### config.mk
export PLATFORM = sky130hd
export DESIGN_NAME = rgb_timing_multi
export DESIGN_NICKNAME = d
export VERILOG_FILES = /design/src/rtl/rgb_timing_multi.sv
export SDC_FILE = /design/constraint.sdc
export NUM_CORES = 1
export LEC_CHECK = 0
export CAP_MARGIN = 20
export CORE_UTILIZATION = 62
export DETAILED_ROUTE_END_ITERATION = 7
export PLACE_DENSITY = 0.86
export SKIP_CTS_REPAIR_TIMING = 1
export SYNTH_ARGS = -nofsm -noshare
export SYNTH_HDL_FRONTEND = slang
export SYNTH_SLANG_ARGS = --single-unit
### constraint.sdc
create_clock -name rgb_clk -period 5.9 [get_ports rgb_clk]
set_clock_uncertainty 0.2 [all_clocks]
set_input_delay 1.475 -clock rgb_clk [delete_from_list [all_inputs] [get_ports rgb_clk]]
set_output_delay 1.475 -clock rgb_clk [all_outputs]
set_load 0.1 [all_outputs]
### src/rtl/rgb_timing_multi.sv
`default_nettype none
// ============================================================================
// rgb_timing_multi : four-preset video timing generator (HS/VS/DE, X/Y, pulses)
// Optional frame_cnt output enabled by RGB_TIMING_FRAME_CNT_EN.    Rev 1.0
// ============================================================================
module rgb_timing_multi #(
  parameter int COORD_W      = 12,
  parameter int DEFAULT_MODE = 0
) (
  input  logic               rgb_clk,
  input  logic               rgb_rst_n,
  input  logic [1:0]         mode_sel,
  output logic [1:0]         cur_mode,
  output logic               rgb_hs,
  output logic               rgb_vs,
  output logic               rgb_de,
  output logic [COORD_W-1:0] rgb_x,
  output logic [COORD_W-1:0] rgb_y,
  output logic               line_start,
`ifdef RGB_TIMING_FRAME_CNT_EN
  output logic               frame_start,
  output logic [15:0]        frame_cnt
`else
  output logic               frame_start
`endif
);

  localparam logic [1:0] DEF_MODE = 2'(DEFAULT_MODE);

  logic [COORD_W-1:0] h_cnt_q, h_cnt_d, v_cnt_q, v_cnt_d;
  logic [1:0]         mode_q, mode_d;
  logic [COORD_W-1:0] h_sync, h_beg, h_end, h_max;
  logic [COORD_W-1:0] v_sync, v_beg, v_end, v_max;
  logic               h_last, v_last, hs_act, vs_act, de;

  logic               hs_q, vs_q, de_q, ls_q, fs_q;
  logic [COORD_W-1:0] x_q, y_q;
  logic [1:0]         cur_mode_q;

  // Geometry as counter thresholds: sync end, active begin/end, last count.
  always_comb begin
    h_sync = COORD_W'(96);  h_beg = COORD_W'(144); h_end = COORD_W'(784);  h_max = COORD_W'(799);
    v_sync = COORD_W'(2);   v_beg = COORD_W'(35);  v_end = COORD_W'(515);  v_max = COORD_W'(524);
    case (mode_q)
      2'd1: begin
        h_sync = COORD_W'(128); h_beg = COORD_W'(216); h_end = COORD_W'(1016); h_max = COORD_W'(1055);
        v_sync = COORD_W'(4);   v_beg = COORD_W'(27);  v_end = COORD_W'(627);  v_max = COORD_W'(627);
      end
      2'd2: begin
        h_sync = COORD_W'(136); h_beg = COORD_W'(296); h_end = COORD_W'(1320); h_max = COORD_W'(1343);
        v_sync = COORD_W'(6);   v_beg = COORD_W'(35);  v_end = COORD_W'(803);  v_max = COORD_W'(805);
      end
      2'd3: begin
        h_sync = COORD_W'(40);  h_beg = COORD_W'(260); h_end = COORD_W'(1540); h_max = COORD_W'(1649);
        v_sync = COORD_W'(5);   v_beg = COORD_W'(25);  v_end = COORD_W'(745);  v_max = COORD_W'(749);
      end
      default: ;
    endcase
  end

  assign h_last = (h_cnt_q == h_max);
  assign v_last = (v_cnt_q == v_max);
  assign hs_act = (h_cnt_q < h_sync);
  assign vs_act = (v_cnt_q < v_sync);
  assign de     = (h_cnt_q >= h_beg) && (h_cnt_q < h_end) &&
                  (v_cnt_q >= v_beg) && (v_cnt_q < v_end);

  // mode_sel is only looked at on the very last pixel of a frame.
  always_comb begin
    h_cnt_d = h_last ? '0 : h_cnt_q + COORD_W'(1);
    v_cnt_d = v_cnt_q;
    mode_d  = mode_q;
    if (h_last) begin
      if (v_last) begin
        v_cnt_d = '0;
        mode_d  = mode_sel;
      end else begin
        v_cnt_d = v_cnt_q + COORD_W'(1);
      end
    end
  end

  // Odd modes use positive sync polarity; the idle level is the inverse.
  always_ff @(posedge rgb_clk or negedge rgb_rst_n) begin
    if (!rgb_rst_n) begin
      h_cnt_q    <= '0;
      v_cnt_q    <= '0;
      mode_q     <= DEF_MODE;
      cur_mode_q <= DEF_MODE;
      hs_q       <= ~DEF_MODE[0];
      vs_q       <= ~DEF_MODE[0];
      de_q       <= 1'b0;
      x_q        <= '0;
      y_q        <= '0;
      ls_q       <= 1'b0;
      fs_q       <= 1'b0;
    end else begin
      h_cnt_q    <= h_cnt_d;
      v_cnt_q    <= v_cnt_d;
      mode_q     <= mode_d;
      cur_mode_q <= mode_q;
      hs_q       <= hs_act ~^ mode_q[0];
      vs_q       <= vs_act ~^ mode_q[0];
      de_q       <= de;
      x_q        <= de ? (h_cnt_q - h_beg) : '0;
      y_q        <= de ? (v_cnt_q - v_beg) : '0;
      ls_q       <= (h_cnt_q == '0);
      fs_q       <= (h_cnt_q == '0) && (v_cnt_q == '0);
    end
  end

`ifdef RGB_TIMING_FRAME_CNT_EN
  logic [15:0] frame_cnt_q;

  // At (0,0) cur_mode_q still carries the previous frame's mode.
  always_ff @(posedge rgb_clk or negedge rgb_rst_n) begin
    if (!rgb_rst_n) begin
      frame_cnt_q <= '0;
    end else if ((h_cnt_q == '0) && (v_cnt_q == '0)) begin
      frame_cnt_q <= (mode_q != cur_mode_q) ? 16'd0 : frame_cnt_q + 16'd1;
    end
  end

  assign frame_cnt = frame_cnt_q;
`endif

  assign cur_mode    = cur_mode_q;
  assign rgb_hs      = hs_q;
  assign rgb_vs      = vs_q;
  assign rgb_de      = de_q;
  assign rgb_x       = x_q;
  assign rgb_y       = y_q;
  assign line_start  = ls_q;
  assign frame_start = fs_q;

endmodule
`default_nettype wire

==> summary.txt <==
STA
  • Slew @ Worst Pin: 0.973 ns
  • Minimum clock period after layout: 3.64 ns
  • Slew HR: 0.349
  • Final Hold Fails: 0
  • Fmax: 275 MHz
  • Unrepaired setup endpoints after global routing: false
  • Setup_tns: 0 ns
  • Final period util: 0.617
  • Final Max Slew Viols: 0
  • Setup-failing EPs final: 0
  • Final setup margin: 2.26 ns

Setup path
  • Worst Setup End Kind: output port
  • Setup CP Type: register to output port
  • Delay-heaviest family, CP: buffers and inverters
  • Flop2flop setup slack: 2.39 ns
  • Crit Path Max Fanout: 1
  • CP max stage cell: clkdlybuf4s50_1
  • Setup crit start kind: register
  • Worst reg-to-reg path cell count: 10
  • Crit path cell chain: clkdlybuf4s50_1
  • Critical R2R Launch: mode_q[0]
  • Stages on worst setup path: 1
  • Worst Path Buf+Inv: 1
  • RR Endpoint: rgb_y[5]
  • Worst Path Required: 4.22 ns
  • Crit-path max cell delay: 1.12 ns
  • Critical Path AT: 1.96 ns

Pwr
  • Leak pwr: 1.96 nW
  • NetSw: 143 uW
  • Sw Ratio: 0.209
  • Sequential share of power: 0.573
  • Worst vdd ir: 0.000123 V
  • Power Internal: 540 uW
  • Power density cells: 166 nW/um2
  • Comb pwr share: 0.013
  • Clock power frac: 0.414

Routing
  • Routed Antenna Nets: 0
  • Wirelength, routed: 7.98 mm
  • Drt initial violations: 347
  • Routed vias/inst: 5.89
  • Via count: 2858
  • WL per Instance: 16.5 um
  • # DRC: 0
  • First-pass DRT Iterations: 5

Yosys
  • Synth area leaders: dfrtp_1 38%, ha_1 12%, xnor2_1 5.5%
  • Synth top area share: 0.379
  • Ys async rst share: 1.00
  • Syn avg cell area: 9.62 um2
  • Register area share after synthesis: 0.393
  • Commonest cells in the netlist: 55 x dfrtp_1, 46 x nor2_1, 35 x ha_1
  • Most common cell in the netlist: dfrtp_1
  • Mapped Cells: 378
  • Area leader, netlist: dfrtp_1
  • Syn nets: 419
  • Post-Syn Area: 3630 um2
  • Main synth FF type: dfrtp_1
  • Yosys reg bits: 57
  • Synth cell types: 61
  • Post-synth EDFFs: 0
  • Syn. warnings: 0

Layout
  • Final nets: 451
  • Antenna fix cells: 0
  • Area Overhead vs Synth: 13.1%
  • Layout cells sized above 1: 0.0630

Placement
  • Placer Congestion: 0.952
  • HPWL Detailed: 5.83 mm
  • Port Buffers: 34
  • Setup WS pre-CTS: 2.47 ns

CTS
  • CTS Buf Count: 9
  • Latest clock arrival within the worst-skew pair: 0.34 ns
  • CTS tree: yes
  • Bufs on Longest Clock Path: 2
  • H-Tree Depth: 3
  • Clk sinks: 57
  • CTS root buf: clkbuf_8
  • CTS clk-pin slew, worst paths: 0.06 ns

Min path
  • Hold_sp: mode_q[1]
  • Hold Path Class: register to register
  • Hold Path Stages: 0
  • Worst Hold Path EP: cur_mode[1]

GRT
  • Initial antenna violation count: 0
  • Vias in the first global route: 2696
  • Gr ovfl total: 0
  • Largest net degree at the start of global routing: 58
  • First-pass GRT wire length: 13.2 mm
  • Overall Global Routing Usage: 0.283

Die
  • Die X: 78.6 um
  • Core box area: 5570 um2
  • IO Pins: 35
  • Full die area: 6170 um2
  • Initial Utilization: 0.652
  • Rows: 27
  • Die Y: 78.6 um

Job
  • Max-cap viol count: 0

Outcome
  • Status: completed
[sequential cells by signal, summed over array words and instances (netlist names)]
name	cells
h_cnt_q	12
rgb_x	12
rgb_y	12
v_cnt_q	12
cur_mode	2
mode_q	2
frame_start	1
line_start	1
rgb_de	1
rgb_hs	1
rgb_vs	1
[cell type report]
type	count	area (um2)
clock buffers	13	139
clock inverters	1	5.00
fillers	379	1460
inverters	21	78.8
multi-input cells	286	2030
flip-flops and latches	57	1430
well taps	72	90.1
repair buffers	35	343
[metrics by stage]
stage               cell area [um2]  power (mW)  instances  hold slack [ns]   util
finish                         4110       0.683        485            0.287  0.738
global route                   4110       0.708        485            0.283  0.738
CTS                            4110       0.687        485            0.271  0.738
detailed placement             3970       0.408        471            0.267  0.712
global placement               3970       0.408        471            0.232  0.712
floorplan                      3630       0.398        378            0.223      -
[worst max path at each step]
stage	slack [ns]	startpoint	end
6_report	2.26	rgb_vs	rgb_vs
5_1_grt	2.23	rgb_vs	rgb_vs
4_1_cts	2.25	rgb_vs	rgb_vs
3_5_place_dp	2.47	mode_q[0]	rgb_y[5]
3_3_place_gp	2.50	mode_q[0]	rgb_x[2]
2_1_floorplan	2.85	mode_q[0]	rgb_y[9]
[cells by family after synthesis]
group	count (synthesis)	share of synthesized area
DFF	57	0.393
xor gates and xnor gates	37	0.0892
buffers and inverters	35	0.0492
adders and majority gates	37	0.131
and+or+nand+nor	146	0.220
AOI/OAI and AO/OA	66	0.117
[power groups by stage]
stage / registers [mW] / logic, mW / clock network (mW)
3_3_place_gp: 0.398 / 0.00957 / 0
2_1_floorplan: 0.398 / 0.0000161 / 0
6_report: 0.391 / 0.00916 / 0.283
4_1_cts: 0.391 / 0.00992 / 0.286
5_1_grt: 0.391 / 0.0111 / 0.307
3_5_place_dp: 0.398 / 0.00991 / 0
[layer usage]
metal  routed length, um  share of wire  vias up  GRT usage
met1                3600           0.45     1316      0.399
met5                   0              0        -          0
met3                 600          0.075       21     0.0640
met4                 215          0.027        0      0.152
met2                3570           0.45      146      0.403
li1                    -              -     1375          -
[cells in the final DEF, fill, tap and decap left out, drive strengths merged, types with 2 or more instances in the layout]
cell           synthesis  final
dfrtp                 55     55
nor2                  47     47
ha                    35     35
clkdlybuf4s50          0     33
nand2                 26     26
xnor2                 23     23
o21ai                 23     23
inv                   21     21
a21oi                 17     17
xor2                  14     14
nand3                 14     14
clkbuf                 4     13
nor3                  11     11
nor4                   8      8
nand2b                 7      7
and3                   6      6
nor4b                  4      4
nor2b                  3      3
a31oi                  3      3
o21a                   3      3
o31ai                  3      3
nor3b                  3      3
a211o                  3      3
nand4                  2      2
a211oi                 2      2
o21bai                 2      2
o41ai                  2      2
nor4bb                 2      2
nand3b                 2      2
fa                     2      2
dfstp                  2      2
or2                    2      2
or3b                   2      2
and2                   2      2
buf                   10      2
(Power assumes the default switching activity.)
